### src/rtl/irq_vector_pkg.sv
// irq_vector_pkg: shared sizes, FSM state type and the 8-to-3 priority select
// used by the interrupt vector front end.
package irq_vector_pkg;

    localparam int IRQ_N = 8;
    localparam int VEC_W = 3;

    typedef enum logic [0:0] {
        IDLE  = 1'b0,
        OFFER = 1'b1
    } state_t;

    // Highest set index wins; an all-zero input also reports index 0, so
    // callers must qualify the result with a non-zero check.
    function automatic logic [VEC_W-1:0] prio_sel(input logic [IRQ_N-1:0] req);
        logic [VEC_W-1:0] idx;
        idx = '0;
        for (int i = 0; i < IRQ_N; i++) begin
            if (req[i]) begin
                idx = i[VEC_W-1:0];
            end
        end
        return idx;
    endfunction

endpackage

### src/rtl/irq_edge_detect.sv
// irq_edge_detect: turns raw request lines into per-cycle set pulses.
// Build option IRQ_LEVEL_MODE_EN: when defined, requests are level-sensitive
// (set_vec follows irq_in directly and no history register exists); when
// undefined, only a rising edge on a line produces a set pulse.
module irq_edge_detect
    import irq_vector_pkg::*;
(
    input  logic             clk,
    input  logic             rst,
    input  logic [IRQ_N-1:0] irq_in,
    output logic [IRQ_N-1:0] set_vec
);

`ifdef IRQ_LEVEL_MODE_EN
    // Level mode keeps no history, so clock and reset are not consumed.
    logic unused_clk_rst;
    assign unused_clk_rst = clk ^ rst;

    assign set_vec = irq_in;
`else
    logic [IRQ_N-1:0] irq_q;

    // Previous-cycle copy of the request lines for rising-edge detection.
    always_ff @(posedge clk or posedge rst) begin
        if (rst) begin
            irq_q <= '0;
        end else begin
            irq_q <= irq_in;
        end
    end

    assign set_vec = irq_in & ~irq_q;
`endif

endmodule

### src/rtl/irq_vector_ctrl.sv
// irq_vector_ctrl: captures requests into a pending register, gates them with
// an enable mask and offers the highest-index eligible request as a 3-bit
// vector.
// Handshake: vec_valid/vec_id are offered from a register and held stable
// until the cycle vec_ack=1 is sampled while offering; that edge drops
// vec_valid and clears the serviced pending bit, and the next offer can only
// appear one cycle later (one-cycle bubble). vec_ack outside an offer is
// ignored. There is no pre-emption or withdrawal of an offer.
// Build option IRQ_LEVEL_MODE_EN selects level-sensitive requests (see
// irq_edge_detect); the default build is edge-triggered.
module irq_vector_ctrl
    import irq_vector_pkg::*;
#(
    parameter logic [IRQ_N-1:0] RST_MASK = 8'hFF
) (
    input  logic             clk,
    input  logic             rst,
    input  logic [IRQ_N-1:0] irq_in,
    input  logic             mask_we,
    input  logic [IRQ_N-1:0] mask_wdata,
    output logic [IRQ_N-1:0] mask,
    output logic [IRQ_N-1:0] pending,
    output logic             vec_valid,
    output logic [VEC_W-1:0] vec_id,
    input  logic             vec_ack
);

    state_t           state;
    logic [IRQ_N-1:0] set_vec;
    logic [IRQ_N-1:0] eligible;
    logic [IRQ_N-1:0] clr;

    irq_edge_detect u_edge (
        .clk     (clk),
        .rst     (rst),
        .irq_in  (irq_in),
        .set_vec (set_vec)
    );

    assign eligible = pending & mask;

    // Clear strobe for the request being acknowledged this cycle.
    always_comb begin
        clr = '0;
        if (state == OFFER && vec_ack) begin
            clr[vec_id] = 1'b1;
        end
    end

    // Pending capture (a set beats a same-cycle clear) and mask register.
    always_ff @(posedge clk or posedge rst) begin
        if (rst) begin
            pending <= '0;
            mask    <= RST_MASK;
        end else begin
            pending <= set_vec | (pending & ~clr);
            if (mask_we) begin
                mask <= mask_wdata;
            end
        end
    end

    // Offer FSM: latch the winner in IDLE, hold it untouched until acked.
    always_ff @(posedge clk or posedge rst) begin
        if (rst) begin
            state     <= IDLE;
            vec_valid <= 1'b0;
            vec_id    <= '0;
        end else begin
            case (state)
                IDLE: begin
                    if (eligible != '0) begin
                        vec_id    <= prio_sel(eligible);
                        vec_valid <= 1'b1;
                        state     <= OFFER;
                    end
                end
                OFFER: begin
                    if (vec_ack) begin
                        vec_valid <= 1'b0;
                        state     <= IDLE;
                    end
                end
                default: begin
                    state     <= IDLE;
                    vec_valid <= 1'b0;
                end
            endcase
        end
    end

endmodule

### config.mk
export PLATFORM = sky130hd
export DESIGN_NAME = irq_vector_ctrl
export DESIGN_NICKNAME = d
export VERILOG_FILES = /design/src/rtl/irq_vector_pkg.sv /design/src/rtl/irq_edge_detect.sv /design/src/rtl/irq_vector_ctrl.sv
export SDC_FILE = /design/constraint.sdc
export NUM_CORES = 1
export LEC_CHECK = 0
export CORE_ASPECT_RATIO = 1.5
export CORE_UTILIZATION = 50
export CTS_BUF_LIST = sky130_fd_sc_hd__clkbuf_8
export CTS_CLUSTER_DIAMETER = 120
export CTS_CLUSTER_SIZE = 10
export DETAILED_ROUTE_END_ITERATION = 12
export GPL_TIMING_DRIVEN = 0
export PLACE_DENSITY = 0.83
export SLEW_MARGIN = 20
export SYNTH_ARGS = -nofsm -noshare
export SYNTH_HDL_FRONTEND = slang
export SYNTH_SLANG_ARGS = --single-unit
### constraint.sdc
create_clock -name clk -period 2.55 [get_ports clk]
set_clock_uncertainty 0.05 [all_clocks]
set_input_delay 0.255 -clock clk [delete_from_list [all_inputs] [get_ports clk]]
set_output_delay 0.255 -clock clk [all_outputs]
set_load 0.03 [all_outputs]
==> impl_metrics.env <==
export IMPL_status="finished, final reports clean"
export IMPL_reg2regPathDepth=3
export IMPL_start_util=0.531
export IMPL_drc=0
export IMPL_drtAntennaViolNets=0
export IMPL_rsz0062_at_grt="false"
export IMPL_critPathSlowestCell="clkdlybuf4s50_1"
export IMPL_cp_max_fo=4
export IMPL_tightest_slew_ps=593
export IMPL_post_route_min_period_ps=1840
export IMPL_grt_pass1_wl_um=3840
export IMPL_die_h_um=61.6
export IMPL_tns_ps=0
export IMPL_drive_gt1_frac=0.255
export IMPL_endpoint_kind="primary output"
export IMPL_cp_top_family="buffers and inverters"
export IMPL_slew_headroom=0.604
export IMPL_grt_max_degree=30
export IMPL_dieWidth_um=41.7
export IMPL_required_ps=2250
export IMPL_io_buffers=38
export IMPL_netlist_instances=91
export IMPL_slew_viol_final=0
export IMPL_firstDrtPassIters=4
export IMPL_synth_top_flop_cell="dfrtp_1"
export IMPL_finalCritPeriodShare=0.722
export IMPL_setup_viol=0
export IMPL_worst_slack_ps=708
export IMPL_slowest_delay_ps=680
export IMPL_nNetsFinal=156
export IMPL_crit_arrival_ps=1540
export IMPL_worstPathCellList="clkdlybuf4s50_1"
export IMPL_synthDistinctLibCells=24
export IMPL_use_met1=0.223
export IMPL_drt_iter0_markers=20
export IMPL_leakagePower_nw=0.707
export IMPL_path_class="reg2out"
export IMPL_busiest_layer="met2"
export IMPL_gr_usage_met3=0.0821
export IMPL_pre_cts_slack_ps=958
export IMPL_io_pins=40
export IMPL_clk_path_buf_depth=2
export IMPL_viasPerCell=5.34
export IMPL_async_flop_share=1.00
export IMPL_grtUsageMet2=0.364
export IMPL_syn_area_um2=1180
export IMPL_fin_area_um2=1680
export IMPL_syn_nets=111
export IMPL_finalHoldViolCount=0
export IMPL_synth_edf_count=0
export IMPL_clock_fmax_mhz=543
export IMPL_die_area_um2=2570
export IMPL_p_total_mw=1.66
export IMPL_cts_buffers=5
export IMPL_syn2layout_area_growth_pct=41.5
export IMPL_clkLatencyLatePin_ps=280
export IMPL_cp_depth=1
export IMPL_holdCritPathClass="in2async"
export IMPL_synth_top_area_frac=0.444
export IMPL_hold_buffers=0
export IMPL_reg2reg_from="mask[6]$_DFFE_PP1P_"
export IMPL_grt_usage=0.213
export IMPL_synth_area_leaders="dfrtp_1 (44%), dfstp_2 (18%), mux2_2 (7.6%)"
export IMPL_cts_sinks=29
export IMPL_start_kind="register"
export IMPL_rr_endpoint="vec_id[1]$_DFFE_PP0P_"
export IMPL_n_antenna_cell=0
export IMPL_r2r_slack_ps=1080
export IMPL_p_per_area_nw_per_um2=992
export IMPL_max_vdd_ir_drop_v=0.000758
export IMPL_core_area_um2=2230
export IMPL_grt_pass1_vias=845
export IMPL_wl_per_cell_um=14.7
export IMPL_ys_seq_area_frac=0.621
export IMPL_ys_ff_latch=29
export IMPL_cts_root_buf="clkbuf_8"
export IMPL_dpl_cell_area_um2=1590
export IMPL_cts_tree="done"
export IMPL_cp_endpoint="mask[2]"
export IMPL_critPathLaunch="mask[2]$_DFFE_PP1P_"
export IMPL_routed_wl_um=2360
export IMPL_cp_buffers_inverters=1
export IMPL_rows=21
export IMPL_path_clk_slew_ps=60
export IMPL_yosys_area_top_type="dfrtp_1"
export IMPL_drv_cap=0
export IMPL_yosys_warnings=0
export IMPL_dr_total_vias=855
export IMPL_antenna_found_initial=0
export IMPL_hpwlAfterDp_um=1790
export IMPL_htree_num_levels=2
export IMPL_gp_congestion=0.762
export IMPL_syn_mean_instance_area_um2=13.0
export IMPL_overflow=0
export IMPL_post_cts_setup_buffers=0
export IMPL_post_cts_resized=0
## synth_stat cells (2+ instances only)
master / number
o21ai_1: 5
mux2_2: 8
inv_1: 11
a21o_1: 2
nand2b_1: 2
nand2_1: 5
o21ai_0: 10
a21o_2: 2
dfrtp_1: 21
a22oi_2: 3
nand3_1: 2
dfstp_2: 8
## layout by cell type, fill, tap and decap left out, drive strengths merged
| cell type | instances |
|---|---|
| buf | 1 |
| a31oi | 1 |
| a22oi | 4 |
| clkdlybuf4s50 | 38 |
| o31ai | 2 |
| dfrtp | 21 |
| a21o | 4 |
| a32oi | 1 |
| nand2b | 2 |
| o21ai | 15 |
| dfstp | 8 |
| clkbuf | 5 |
| clkinv | 2 |
| a21oi | 1 |
| nand2 | 5 |
| mux2 | 9 |
| or2 | 1 |
| nor2 | 1 |
| nand3 | 2 |
| a41oi | 1 |
| inv | 12 |
| a32o | 1 |
## metrics by stage
| step | utilization | instances | hold slack [ps] |
|---|---|---|---|
| floorplan | - | 91 | 236 |
| global placement | 0.714 | 152 | 343 |
| detailed placement | 0.714 | 152 | 353 |
| CTS | 0.751 | 160 | 329 |
| global route | 0.751 | 160 | 341 |
| finish | 0.751 | 160 | 313 |
## registers in the layout (all words and copies together) (netlist names)
name	flops
vec_id	3
state	1
vec_valid	1
mask	8
u_edge.irq_q	8
pending	8
## worst min path at each step
stage | to | slack (ps) | cells past startpoint
finish | u_edge.irq_q[2]$_DFF_PP0_ | 310 | 2
global placement | pending[0]$_DFF_PP0_ | 340 | 1
floorplan | u_edge.irq_q[0]$_DFF_PP0_ | 240 | 0
CTS | mask[4]$_DFFE_PP1P_ | 330 | 2
global route | mask[4]$_DFFE_PP1P_ | 340 | 2
detailed placement | pending[2]$_DFF_PP0_ | 350 | 1
## final cells by class
class	instances	area (um^2)
plain buffers	1	5.00
clock buffers	5	68.8
repair buffers	38	380
multi-input cells	50	403
inverters	11	41.3
fillers	175	557
clock inverters	3	13.8
flip-flops and latches	29	736
well taps	23	28.8
## cell families (layout without fill, tap and decap cells)
family          count (synthesis)  count (layout)  share of synthesized area
flops                          29              29                      0.621
buf+inv                        12              58                     0.0391
mux                             9               9                     0.0887
compound gates                 30              30                      0.206
simple gates                   11              11                     0.0454
## per-layer routing
metal | part of all wire | up-vias
met1 | 0.39 | 412
met2 | 0.54 | 26
met4 | 0.021 | 0
li1 | - | 411
met5 | 0 | -
met3 | 0.042 | 6
## power breakdown
group | leakage (nW) | switching, mW | internal [mW]
sequential | 0.306 | 0.129 | 0.567
clock | 0.0491 | 0.161 | 0.184
combinational | 0.351 | 0.328 | 0.293
total | 0.707 | 0.618 | 1.04
(Power assumes the default switching activity.)
